File: src/rtl/axi4_burst_master.sv
// axi4_burst_master: start-triggered AXI4 master that writes NOPS operand bursts and reads back one result burst,
// retrying bad responses up to MAX_RETRY times per burst.
module axi4_burst_master #(
    parameter int OPW       = 32,
    parameter int NOPS      = 2,
    parameter int DSZ       = 8,
    parameter int ASZ       = 4,
    parameter int RESW      = 64,
    parameter int RES_ADDR  = 0,
    parameter int MAX_RETRY = 2
) (
    input  logic                clk,
    input  logic                rst,
    input  logic                start_i,
    input  logic [NOPS*OPW-1:0] ops_i,
    output logic [RESW-1:0]     res_o,
    output logic                busy_o,
    output logic                done_o,
    output logic                err_o,
    output logic [ASZ-1:0]      awaddr_o,
    output logic [7:0]          awlen_o,
    output logic                awvalid_o,
    input  logic                awready_i,
    output logic [DSZ-1:0]      wdata_o,
    output logic                wvalid_o,
    input  logic                wready_i,
    output logic                wlast_o,
    input  logic                bresp_i,
    input  logic                bvalid_i,
    output logic                bready_o,
    output logic [ASZ-1:0]      araddr_o,
    output logic [7:0]          arlen_o,
    output logic                arvalid_o,
    input  logic                arready_i,
    input  logic [DSZ-1:0]      rdata_i,
    input  logic                rvalid_i,
    output logic                rready_o,
    input  logic                rlast_i,
    input  logic                rresp_i
);
    localparam int WB = OPW / DSZ;
    localparam int RB = RESW / DSZ;
    localparam int BW = $clog2(WB + 1);
    localparam int PW = $clog2(RB + 1);
    localparam int RW = $clog2(MAX_RETRY + 2);
    typedef enum logic [2:0] {IDLE, AW, W, B, AR, R, FIN, FAIL} state_t;
    state_t              state_q;
    logic [NOPS*OPW-1:0] ops_q;
    logic [OPW-1:0]      wsh_q;
    logic [RESW-1:0]     rsh_q, res_q, rsh_d;
    logic [BW-1:0]       beat_q;
    logic [PW-1:0]       rpos_q;
    logic [RW-1:0]       retry_q;
    logic [ASZ-1:0]      idx_q, awaddr_q, araddr_q;
    logic [7:0]          awlen_q, arlen_q;
    logic [DSZ-1:0]      wdata_q;
    logic busy_q, done_q, err_q, awvalid_q, wvalid_q, wlast_q, bready_q, arvalid_q, rready_q, bad_q;
    logic rlast_exp_d, bad_d, rend_d, can_retry_d;
    always_comb begin
        rlast_exp_d = rpos_q == PW'(RB - 1);
        bad_d       = bad_q | ~rresp_i | (rlast_i != rlast_exp_d);
        rend_d      = rlast_i | rlast_exp_d;
        can_retry_d = retry_q < RW'(MAX_RETRY);
        rsh_d       = (rsh_q >> DSZ) | (RESW'(rdata_i) << (RESW - DSZ));
    end
    // ops_q shifts one operand down per accepted burst, so the current operand always sits at the bottom
    always_ff @(posedge clk) begin
        if (rst) begin
            state_q   <= IDLE;
            ops_q     <= '0;
            wsh_q     <= '0;
            rsh_q     <= '0;
            res_q     <= '0;
            beat_q    <= '0;
            rpos_q    <= '0;
            retry_q   <= '0;
            idx_q     <= '0;
            awaddr_q  <= '0;
            araddr_q  <= '0;
            awlen_q   <= '0;
            arlen_q   <= '0;
            wdata_q   <= '0;
            busy_q    <= 1'b0;
            done_q    <= 1'b0;
            err_q     <= 1'b0;
            awvalid_q <= 1'b0;
            wvalid_q  <= 1'b0;
            wlast_q   <= 1'b0;
            bready_q  <= 1'b0;
            arvalid_q <= 1'b0;
            rready_q  <= 1'b0;
            bad_q     <= 1'b0;
        end else begin
            case (state_q)
                IDLE: if (start_i) begin
                    ops_q     <= ops_i;
                    busy_q    <= 1'b1;
                    idx_q     <= '0;
                    retry_q   <= '0;
                    awvalid_q <= 1'b1;
                    awaddr_q  <= '0;
                    awlen_q   <= 8'(WB - 1);
                    state_q   <= AW;
                end
                AW: if (awready_i) begin
                    awvalid_q <= 1'b0;
                    wdata_q   <= ops_q[DSZ-1:0];
                    wsh_q     <= ops_q[OPW-1:0] >> DSZ;
                    wvalid_q  <= 1'b1;
                    wlast_q   <= (WB == 1);
                    beat_q    <= BW'(1);
                    state_q   <= W;
                end
                W: if (wready_i) begin
                    if (wlast_q) begin
                        wvalid_q <= 1'b0;
                        wlast_q  <= 1'b0;
                        wdata_q  <= '0;
                        bready_q <= 1'b1;
                        state_q  <= B;
                    end else begin
                        wdata_q <= wsh_q[DSZ-1:0];
                        wsh_q   <= wsh_q >> DSZ;
                        wlast_q <= beat_q == BW'(WB - 1);
                        beat_q  <= beat_q + 1'b1;
                    end
                end
                B: if (bvalid_i) begin
                    bready_q <= 1'b0;
                    if (bresp_i) begin
                        retry_q <= '0;
                        if (idx_q == ASZ'(NOPS - 1)) begin
                            arvalid_q <= 1'b1;
                            araddr_q  <= ASZ'(RES_ADDR);
                            arlen_q   <= 8'(RB - 1);
                            state_q   <= AR;
                        end else begin
                            idx_q     <= idx_q + 1'b1;
                            ops_q     <= ops_q >> OPW;
                            awaddr_q  <= idx_q + 1'b1;
                            awvalid_q <= 1'b1;
                            state_q   <= AW;
                        end
                    end else if (can_retry_d) begin
                        retry_q   <= retry_q + 1'b1;
                        awvalid_q <= 1'b1;
                        state_q   <= AW;
                    end else begin
                        done_q  <= 1'b1;
                        err_q   <= 1'b1;
                        state_q <= FAIL;
                    end
                end
                AR: if (arready_i) begin
                    arvalid_q <= 1'b0;
                    rready_q  <= 1'b1;
                    rpos_q    <= '0;
                    bad_q     <= 1'b0;
                    state_q   <= R;
                end
                R: if (rvalid_i) begin
                    rsh_q  <= rsh_d;
                    rpos_q <= rpos_q + 1'b1;
                    bad_q  <= bad_d;
                    if (rend_d) begin
                        rready_q <= 1'b0;
                        if (!bad_d) begin
                            res_q   <= rsh_d;
                            done_q  <= 1'b1;
                            state_q <= FIN;
                        end else if (can_retry_d) begin
                            retry_q   <= retry_q + 1'b1;
                            arvalid_q <= 1'b1;
                            state_q   <= AR;
                        end else begin
                            done_q  <= 1'b1;
                            err_q   <= 1'b1;
                            state_q <= FAIL;
                        end
                    end
                end
                FIN: begin
                    done_q  <= 1'b0;
                    busy_q  <= 1'b0;
                    state_q <= IDLE;
                end
                FAIL: begin
                    done_q  <= 1'b0;
                    err_q   <= 1'b0;
                    busy_q  <= 1'b0;
                    state_q <= IDLE;
                end
                default: state_q <= IDLE;
            endcase
        end
    end
    assign res_o     = res_q;
    assign busy_o    = busy_q;
    assign done_o    = done_q;
    assign err_o     = err_q;
    assign awaddr_o  = awaddr_q;
    assign awlen_o   = awlen_q;
    assign awvalid_o = awvalid_q;
    assign wdata_o   = wdata_q;
    assign wvalid_o  = wvalid_q;
    assign wlast_o   = wlast_q;
    assign bready_o  = bready_q;
    assign araddr_o  = araddr_q;
    assign arlen_o   = arlen_q;
    assign arvalid_o = arvalid_q;
    assign rready_o  = rready_q;
endmodule

File: config.mk
export PLATFORM = sky130hd
export DESIGN_NAME = axi4_burst_master
export DESIGN_NICKNAME = d
export VERILOG_FILES = /design/src/rtl/axi4_burst_master.sv
export SDC_FILE = /design/constraint.sdc
export NUM_CORES = 1
export LEC_CHECK = 0
export ABC_AREA = 1
export CAP_MARGIN = 20
export CELL_PAD_IN_SITES_DETAIL_PLACEMENT = 1
export CELL_PAD_IN_SITES_GLOBAL_PLACEMENT = 2
export CORE_UTILIZATION = 29
export CTS_CLUSTER_SIZE = 24
export DETAILED_ROUTE_END_ITERATION = 10
export PLACE_DENSITY_LB_ADDON = 0.1
export SLEW_MARGIN = 40
export SYNTH_ARGS = -nofsm -noshare
export SYNTH_HDL_FRONTEND = slang
export SYNTH_SLANG_ARGS = --single-unit
File: constraint.sdc
create_clock -name clk -period 2.08 [get_ports clk]
set_input_delay 0.624 -clock clk [delete_from_list [all_inputs] [get_ports clk]]
set_output_delay 0.624 -clock clk [all_outputs]
set_load 0.02 [all_outputs]
==> impl_metrics.yaml <==
yosys:
  synth_area_um2: 10100
  ys_types: 33
  syn_inst: 1413
  yosysWarnings: 0
  seq_area_frac_synth: 0.484
  syn_area_per_cell_um2: 7.14
  synth-seq-cells: 244
floorplan:
  start_util: 0.298
  boundaryPins: 188
  fp.dieH_um: 189
  coreArea_um2: 33900
  chipWidth_um: 189
  rows: 67
  dieArea_um2: 35500
layout:
  fill_cells: 4190
  fin_util: 0.406
  layout.nets: 1678
  drive_above_1_share: 0.0938
  syn_to_final_growth_pct: 36.2
  antenna_cells: 0
min_path:
  min_to: "awvalid_o"
  whs_path_depth: 2
  min_from: "awvalid_o"
  holdCritPathClass: "register to register"
outcome:
  run_status: "complete, no violations"
route:
  vias: 9312
  drtAntennaViolNets: 0
  routed_wl_mm: 32.1
  drtIter0Drc: 369
  viasPerCell: 4.52
  wl_per_cell_um: 15.6
  dr.pass1.iters: 4
  drc: 0
power:
  p_leak_uw: 0.00616
  ir_drop_v: 0.000651
  power.density_nw_per_um2: 1210
worst_setup_path:
  critPathLaunchType: "register"
  crit_buf_inv: 1
  critPathRequiredTime_ns: 1.46
  reg2reg_slack_ns: 0.13
  worstPathArrival_ns: 1.37
  r2r_start: "rpos_q[0]"
  end_kind: "primary output"
  crit_chain: "clkdlybuf4s15_1"
  critPathKind: "register to primary output"
  crit_family: "flip-flops"
  slowest_stage: "dfxtp_1"
  regToRegEndpoint: "res_o[55]"
  worstPathMaxFanout: 7
  critical_path.max_stage_delay_ns: 0.47
  r2r_cells: 11
clocking:
  cts.root.buffer_cell: "clkbuf_16"
  clk_pin_slew_ns: 0.06
  htreeDepth: 1
  cts_num_sinks: 244
  cts_tree: "done"
  clockBufferDepth: 3
  clock_latency_ns: 0.54
  numCtsBuffers: 28
  cts_hold_buffers: 0
global_route:
  antenna_found_initial: 0
  grt_use_total: 0.179
  grt_start_max_net_pins: 86
  grt_overflow_total: 0
  first_global_vias: 9312
  grt_pass1_wl_mm: 51.7
flow_run:
  max_cap_viol_count: 0
sta:
  tns_ns: 0
  maxSlewViolCount: 0
  fin_crit_sh: 0.958
  finalWorstSetupSlack_ns: 0.0879
  post-route-min-period_ns: 1.99
  max_freq_ghz: 0.502
  setup_viol_count_final: 0
  finalHoldViolCount: 0
  fin_worst_skew_ns: 0.0126
placed_design:
  port_buffers: 172
  pre_cts_slack_ns: -0.562
  dp_hpwl_mm: 22.1
  routabilityCongestion: 0.782
-- Yosys cell counts, drive strengths merged --
library cell | n | area, um2
a211oi | 1 | 7.51
a21oi | 121 | 617
buf | 63 | 379
clkbuf | 42 | 158
clkinv | 4 | 16.3
conb | 1 | 3.75
dfxtp | 244 | 4880
ha | 7 | 87.6
inv | 35 | 131
nand2 | 435 | 1660
nand3 | 46 | 248
nand3b | 34 | 255
nand4 | 2 | 12.5
nor2 | 274 | 1090
nor3 | 2 | 10.0
o21a | 2 | 15.0
o21ai | 95 | 475
o21bai | 2 | 15.0
or2 | 2 | 12.5
xnor2 | 1 | 8.76
-- cell families (layout without fill, tap and decap cells) --
| group | count (synthesis) | count (layout) | share of synthesized area |
|---|---|---|---|
| other | 1 | 15 | 0.000372 |
| adders and majority gates | 7 | 7 | 0.00868 |
| DFF | 244 | 244 | 0.484 |
| buffers and inverters | 144 | 327 | 0.0678 |
| AOI/OAI and AO/OA | 221 | 221 | 0.112 |
| and+or+nand+nor | 795 | 795 | 0.326 |
| xor gates and xnor gates | 1 | 1 | 0.000868 |
-- cell usage in the layout (no fill, tap or decap), drive strengths merged --
master and instances:
o21a 2, clkbuf 36, nor2 274, inv 36, bufinv 10, clkdlybuf4s50 81, nand2 435, nor3 2
nand3 46, clkinvlp 5, a211oi 1, nand4 2, or2 2, clkinv 7, conb 15, buf 62
dfxtp 244, ha 7, o21bai 2, o21ai 95, nand3b 34, clkdlybuf4s15 1, a21oi 121, xnor2 1
dlygate4sd2 89
-- through the flow --
step | hold slack [ns] | instance area (um2) | cells | power (uW)
floorplan | 0.439 | 10100 | 1427 | 9020
global placement | 0.434 | 12600 | 2001 | 10900
detailed placement | 0.437 | 12600 | 2001 | 11000
CTS | 0.439 | 13600 | 2055 | 16900
global route | 0.450 | 13700 | 2058 | 17800
finish | 0.437 | 13700 | 2058 | 16700
-- layer usage --
metal	vias to the layer above	GRT usage	part of all wire
li1	4822	-	-
met1	4294	0.276	0.53
met2	166	0.260	0.41
met3	30	0.0311	0.048
met4	0	0.0307	0.013
met5	-	0	0
-- worst max-delay path by stage --
stage	from	to	slack, ns	depth (start not counted)
4_1_cts	rpos_q[0]	res_o[31]	0.01	11
3_3_place_gp	rlast_i	res_o[8]	-0.53	11
5_1_grt	rpos_q[0]	res_o[55]	-0.007	11
3_5_place_dp	rlast_i	res_o[55]	-0.56	11
2_1_floorplan	rlast_i	res_o[10]	0.17	10
6_report	awaddr_o[0]	awaddr_o[0]	0.09	1
-- state kept, by name, indices dropped and copies added (netlist names), 2 cells and up --
| name | count |
|---|---|
| awaddr_o | 4 |
| beat_q | 3 |
| ops_q | 64 |
| res_o | 64 |
| retry_q | 2 |
| rpos_q | 4 |
| rsh_q | 56 |
| state_q | 3 |
| wdata_o | 8 |
| wsh_q | 24 |
-- where the power goes --
group	switching [uW]	internal, uW	total (uW)
clock network	2040	3850	5890
logic	2950	1960	4910
registers	472	5390	5860
total	5460	11200	16700
-- area by class of cell --
cell class	instances	area, um2	area share
clock buffer	33	761	0.0554
clock inverter	19	355	0.0259
inverter	39	154	0.0112
multi-input combinational	1039	4610	0.336
sequential	244	4890	0.356
tap	448	561	0.0408
timing repair buffer	236	2410	0.175
-- what timing repair did --
| action | CTS | global route |
|---|---|---|
| endpoints found under the setup margin | 102 | 69 |
| pin swaps | 1 | 4 |
| buffers inserted | 1 | 0 |
| resized for setup | 94 | 17 |
| endpoints found under the hold margin | 0 | 0 |
| cloned | 1 | 3 |
Power figures use the tool's default switching activity.
